--- src/rtl/module_digit_scan.sv ---
// module_digit_scan
//
// Digit-scan clock generator for the multiplexed 7-segment display.
// The system clock is divided into one scan slot per digit. A one-hot
// enable walks across N_DIGITS digit transistors, and the first
// DEAD_CYCLES clocks of every slot are blanked so that the outgoing and
// incoming digits never overlap, which suppresses ghosting. The slot
// length can be reloaded at runtime. A reload is staged in a shadow
// register and takes over at a slot boundary, so a slot is never cut
// short or stretched.
//
// Ports:
//   clk        system clock, rising edge active
//   rst        synchronous active-high reset
//   en         count enable; low freezes the scan
//   div_load   one-cycle request to stage div_val as the next period
//   div_val    requested slot length in clocks (clamped to PMIN)
//   clk_out    square wave that toggles at every slot wrap
//   tick       one-cycle strobe on each digit advance
//   digit_sel  index of the current digit
//   dig_en     digit transistor drives, polarity set by ACTIVE_LOW
//   blank      high while every digit is forced off
module module_digit_scan #(
  parameter int CLK_FREQ    = 27_000_000,
  parameter int SCAN_FREQ   = 1_000,
  parameter int N_DIGITS    = 4,
  parameter int DEAD_CYCLES = 270,
  parameter bit ACTIVE_LOW  = 1'b1,
  parameter int DEF_PERIOD  = CLK_FREQ / (2 * SCAN_FREQ)
) (
  input  logic                        clk,
  input  logic                        rst,
  input  logic                        en,
  input  logic                        div_load,
  input  logic [24:0]                 div_val,
  output logic                        clk_out,
  output logic                        tick,
  output logic [$clog2(N_DIGITS)-1:0] digit_sel,
  output logic [N_DIGITS-1:0]         dig_en,
  output logic                        blank
);

  localparam int          SEL_W   = $clog2(N_DIGITS);
  localparam int          PMIN    = DEAD_CYCLES + 2;
  localparam logic [24:0] PMIN_V  = 25'(PMIN);
  localparam logic [24:0] DEF_V   = 25'(DEF_PERIOD);
  localparam logic [24:0] DEAD_V  = 25'(DEAD_CYCLES);
  localparam logic [SEL_W-1:0] LAST_DIGIT = SEL_W'(N_DIGITS - 1);

  // A reset period shorter than the blanking window plus two lit cycles
  // would leave no visible time per digit, so refuse to elaborate.
  if (DEF_PERIOD < PMIN) begin : g_bad_period
    $error("module_digit_scan: DEF_PERIOD must be at least DEAD_CYCLES+2");
  end
  if (N_DIGITS < 2) begin : g_bad_digits
    $error("module_digit_scan: N_DIGITS must be at least 2");
  end

  logic [24:0] count;
  logic [24:0] period;
  logic [24:0] shadow;
  logic        pend;
  logic        wrap;
  logic [24:0] load_val;

  // The slot ends on the last count of the active period.
  assign wrap = (count == period - 25'd1);

  // Requested periods below the minimum are raised to PMIN so that
  // every slot keeps at least two lit cycles after the blanking window.
  assign load_val = (div_val < PMIN_V) ? PMIN_V : div_val;

  // Main scan state. At a wrap a pending shadow value becomes the active
  // period for the slot just started. The load capture is written last
  // so that a request arriving on the wrap edge itself stays pending and
  // is applied one wrap later instead of being lost. Loads are captured
  // even while the scan is frozen.
  always_ff @(posedge clk) begin
    if (rst) begin
      count     <= '0;
      period    <= DEF_V;
      shadow    <= DEF_V;
      pend      <= 1'b0;
      digit_sel <= '0;
      clk_out   <= 1'b0;
      tick      <= 1'b0;
    end else begin
      if (en) begin
        if (wrap) begin
          count     <= '0;
          clk_out   <= ~clk_out;
          tick      <= 1'b1;
          digit_sel <= (digit_sel == LAST_DIGIT) ? '0 : digit_sel + 1'b1;
          if (pend) begin
            period <= shadow;
            pend   <= 1'b0;
          end
        end else begin
          count <= count + 25'd1;
          tick  <= 1'b0;
        end
      end else begin
        tick <= 1'b0;
      end
      if (div_load) begin
        shadow <= load_val;
        pend   <= 1'b1;
      end
    end
  end

  // Blanking covers the first DEAD_CYCLES counts of every slot.
  assign blank = (count < DEAD_V);

  // Only the selected digit may be lit, and only outside the blanking
  // window. Everything here decodes from registers alone.
  always_comb begin
    dig_en = ACTIVE_LOW ? '1 : '0;
    for (int i = 0; i < N_DIGITS; i++) begin
      if (!blank && (digit_sel == SEL_W'(i))) begin
        dig_en[i] = ~ACTIVE_LOW;
      end
    end
  end

endmodule
--- config.mk ---
export PLATFORM = sky130hd
export DESIGN_NAME = module_digit_scan
export DESIGN_NICKNAME = d
export VERILOG_FILES = /design/src/rtl/module_digit_scan.sv
export SDC_FILE = /design/constraint.sdc
export NUM_CORES = 1
export LEC_CHECK = 0
export CORE_AREA = 2 2 93 95
export DETAILED_ROUTE_END_ITERATION = 8
export DIE_AREA = 0 0 95 97
export HOLD_SLACK_MARGIN = 0.03
export PLACE_DENSITY = 0.75
export SLEW_MARGIN = 20
export SYNTH_ARGS = -nofsm -noshare
export SYNTH_HDL_FRONTEND = slang
export SYNTH_SLANG_ARGS = --single-unit
--- constraint.sdc ---
create_clock -name clk -period 3.25 [get_ports clk]
set_input_delay 0.65 -clock clk [delete_from_list [all_inputs] [get_ports clk]]
set_output_delay 0.65 -clock clk [all_outputs]
set_load 0.01 [all_outputs]
Word level (Yosys, flattened, before mapping)
Index checks and enable logic that the tools add are counted.

Bits in registers: 80. Bits in latches: 0. Memory bits (writable): 0. Memory bits (read-only): 0. Input port bits: 29. Output and inout bits: 9. Word-level logic and storage cells: 41. Memories: 0.

$add $sub $neg: 3. $mul: 0. Divide/modulo/power cells: 0. Order comparisons: 2. Equal/unequal tests: 4. Shift-type cells: 0. Mux-type cells: 11. Bitwise operators: 2. Reductions and logical operators: 12.

Operator list (number): $lt 25x9->1 const B (2); $mux 25 (2); $add 25x1->25 const B (1); $eq 25x25->1 (1); $sub 25x1->25 const B (1); $mux 1 (8); $eq 2x2->1 const B (2); $logic_and 1x1->1 (4); $reduce_and 2->1 (2); $reduce_bool 2->1 (2); $reduce_and 3->1 (1); $add 2x1->2 const B (1); $eq 2x1->1 const B (1); $logic_not 2->1 (1); $mux 2 (1); $not 1->1 (2); $reduce_or 2->1 (1); $logic_not 1->1 (1).

Depth between registers and ports, before layout
Depth in word-level cells: 5. Mapped depth: 12. Gate-level depth less buffers: 10.

Worst setup path after synthesis
OpenSTA, ideal clock, no wires.

Path type: register to register. Start point: reg period[0]. End point: reg period[10]. Setup time: 117 ps. Arrival: 3107 ps. Data required time: 3133 ps. Slack: 26 ps. Cell stages (with the launch flop): 13. Buffers on the path: 2. Clock period less this slack: 3224 ps. Cells stage by stage: dfxtp_1 > inv_1 > ha_1 > or3b_1 > buf_2 > nor3_4 > xnor2_1 > or4b_1 > or3_4 > nor4_4 > buf_6 > mux2i_1 > nand2b_1.

Word-level cells in the longest chain between the ends: 3.

RTL lines: start: declaration (line 60) `logic [24:0] period;`; start signal: assignment (line 95) `period <= shadow;`; $sub 25x1->25 (line 67) `assign wrap = (count == period - 25'd1);`; $eq 25x25->1 (line 67); $reduce_and 3->1 (no line).

No other way between the ends. A chain may end at the register's enable or synchronous reset.

Worst setup path in the final report
Start point: reg period[0]. End point: reg period[3].

Same word-level chain as after synthesis.

==> summary.txt <==
worst setup margin = 42.2 ps
die height = 97 um
Yosys reg bits = 80
hold slack = 477 ps
ys async rst share = 0%
layout cell share with drive strength beyond 1 = 14.3%
Reg area = 1610 um^2
hold_buf cts = 0
Setup violations, final = 0
Pleak = 1.79 nW
Req. time, crit path = 3490 ps
Mapped Cells = 469
Tcrit/Tclk final = 98.7%
Post-DP HPWL = 6.93 mm
vias in the first global route = 3370
Hold Fails Final Rpt = 0
crit path max fanout = 7
EDFF count, synth = 0
grt total ovfl = 0
Multi-input gate area = 2490 um^2
design area = 5120 um^2
# IOs = 38
cell with the most instances after synthesis = dfxtp_1
Max Cap Viol = 0
FF-to-FF path depth = 12
Yosys top cell area share = 38.1%
status = finished clean
Num CTS Buffers = 9
Max Fclk = 312 MHz
routed length per placed instance = 15.6 um
DRT Pass-1 Iters = 4
Slowest cell on crit path = or4b_4
Synth area leaders = dfxtp_1 38%, mux2i_1 9.5%, xnor2_1 6.7%
routability cong. = 0.896
drt drc = 0
DR vias = 3535
antenna violations before repair = 0
row count = 33
hold depth = 2
Slew @ Worst Pin = 741 ps
unrepaired setup endpoints after global routing = true
DRT Wirelength = 9.80 mm
ANT cells = 0
Net Count, Synth = 504
Die X-Extent = 95 um
CP Depth = 12
Area growth syn-to-layout = 21.7%
Clock Pin Slew Worst Setup and Hold Paths = 90 ps
PwrDens = 355 nW/um^2
Final Max Tran Viols = 0
Cell variety after synth = 54
Min-Delay Path Class = register to register
sequential area share after synthesis = 38.1%
initial cell density of the core = 51.7%
H-Tree Depth = 3
worst skew pair latency = 360 ps
Setup TNS = 0 ps
clk sinks = 80
full die area = 9220 um^2
top cells by count, synth = 80 x dfxtp_1, 57 x nor2_1, 40 x mux2i_1
WP data arrival = 3450 ps
initial DRC count = 115
Peak supply drop = 0.000286 V
CP bufs+invs = 3
routed vias/inst = 5.61
pre-CTS WS = 32.6 ps
FILL cells = 658
CTS tree = done
core area = 8130 um^2
fin util = 62.9%
post-layout min period = 3210 ps
Nets = 555
CP Capture Type = register
first-pass GRT wire length = 16.1 mm
Clock Path Buffers = 2
clock skew = 14.9 ps
synthesized cell area = 4200 um^2
CP cell instances = inv_2 -> ha_4 -> or3b_4 -> nor3_4 -> xnor2_1 -> or4b_4 -> or3_4 -> nor4_4 -> buf_4 -> buf_12 -> mux2i_2 -> nand2b_1
Yosys Warn Count = 0
clk root buf = clkbuf_8
CP Class = register to register
placed instance area = 4760 um^2
largest net degree at the start of global routing = 42
Max-slew headroom = 50.6%
dominant cell type by area after synthesis = dfxtp_1
PortBufs = 37
top_reg_cell synth = dfxtp_1
Antenna Violating Nets Remaining = 0
GRT Util Overall = 21.8%
syn_area_per_cell = 8.96 um^2
slowest stage delay, CP = 520 ps
Setup crit start kind = register
Worst path top cell family by delay = simple AND/OR/NAND/NOR gates
-- worst min-delay path, stage by stage, from the launching register on --
cell and delay [ps]:
dfxtp_1 330, mux2i_1 60, nand2b_1 60
-- layout by cell type, fill, tap and decap left out, types with 3 or more instances in the layout --
cell type and n:
mux2i_1 38, nand3_1 16, o21ai_0 9, a21oi_1 10, ha_1 5, nor2_1 57
nand4_1 13, nand2b_1 11, dfxtp_1 77, xor2_1 26, nor4_4 4, nor3_1 32
xnor2_1 32, a221o_1 5, inv_1 10, or3_1 5, clkdlybuf4s50_1 36, clkinvlp_4 3
and3_1 3, or4_1 5, clkbuf_8 10, nor2b_1 3, nor4_1 16, buf_4 25
nand2_1 19, a22oi_1 3
-- cell type report --
cell class | instances | share of cell area [%]
Clock inverter | 6 | 1.00
Inverter | 13 | 0.954
Clock buffer | 10 | 2.69
Tap cell | 105 | 2.57
Multi-Input combinational cell | 350 | 48.6
Sequential cell | 80 | 31.5
Timing Repair Buffer | 66 | 12.7
-- cells by family after synthesis --
family,count (synthesis),synth area share (%)
DFF,80,38.1
muxes,41,9.79
and+or+nand+nor,200,26.3
adders and majority gates,6,1.79
AOI/OAI and AO/OA,45,7.83
xor gates and xnor gates,58,12.1
buffers and inverters,39,4.14
-- registers in the layout, indices dropped and copies added, names as in the netlist --
name and cells:
count 25, shadow 25, clk_out 1, digit_sel 2, pend 1, tick 1, period 25
-- power breakdown --
group	internal, W	switching (W)
logic	0.0000561	0.0000462
registers	0.00100	0.0000154
clock network	0.000309	0.000389
total	0.00136	0.000451
-- worst paths after layout --
check                           startpoint  slack, ps          to
worst max-delay path             period[0]         40   period[3]
worst min-delay path            shadow[10]        480  period[10]
worst max register to register   period[0]         40   period[3]
worst min register to register  shadow[10]        480  period[10]
-- per-layer routing --
layer / vias up / wire length, um / global-route usage (%) / share of wire (%)
met2: 73 / 4720 / 35.4 / 48
met3: 17 / 321 / 2.96 / 3.3
met5: - / 0 / 0 / 0
li1: 1767 / - / - / -
met4: 0 / 208 / 7.13 / 2.1
met1: 1678 / 4560 / 29.7 / 46
-- through the flow --
step / std cells / total power (W)
2_1_floorplan: 469 / 0.00109
4_1_cts: 624 / 0.00183
3_3_place_gp: 606 / 0.00114
5_1_grt: 630 / 0.00189
6_report: 630 / 0.00182
3_5_place_dp: 606 / 0.00114
-- what timing repair did --
item	4_1_cts	5_1_grt
buffers inserted	1	5
setup endpoints to repair	3	33
pin swaps	1	4
hold endpoints to repair	0	0
gates resized for setup	1	17
cloned	1	1
(Power assumes the default switching activity.)
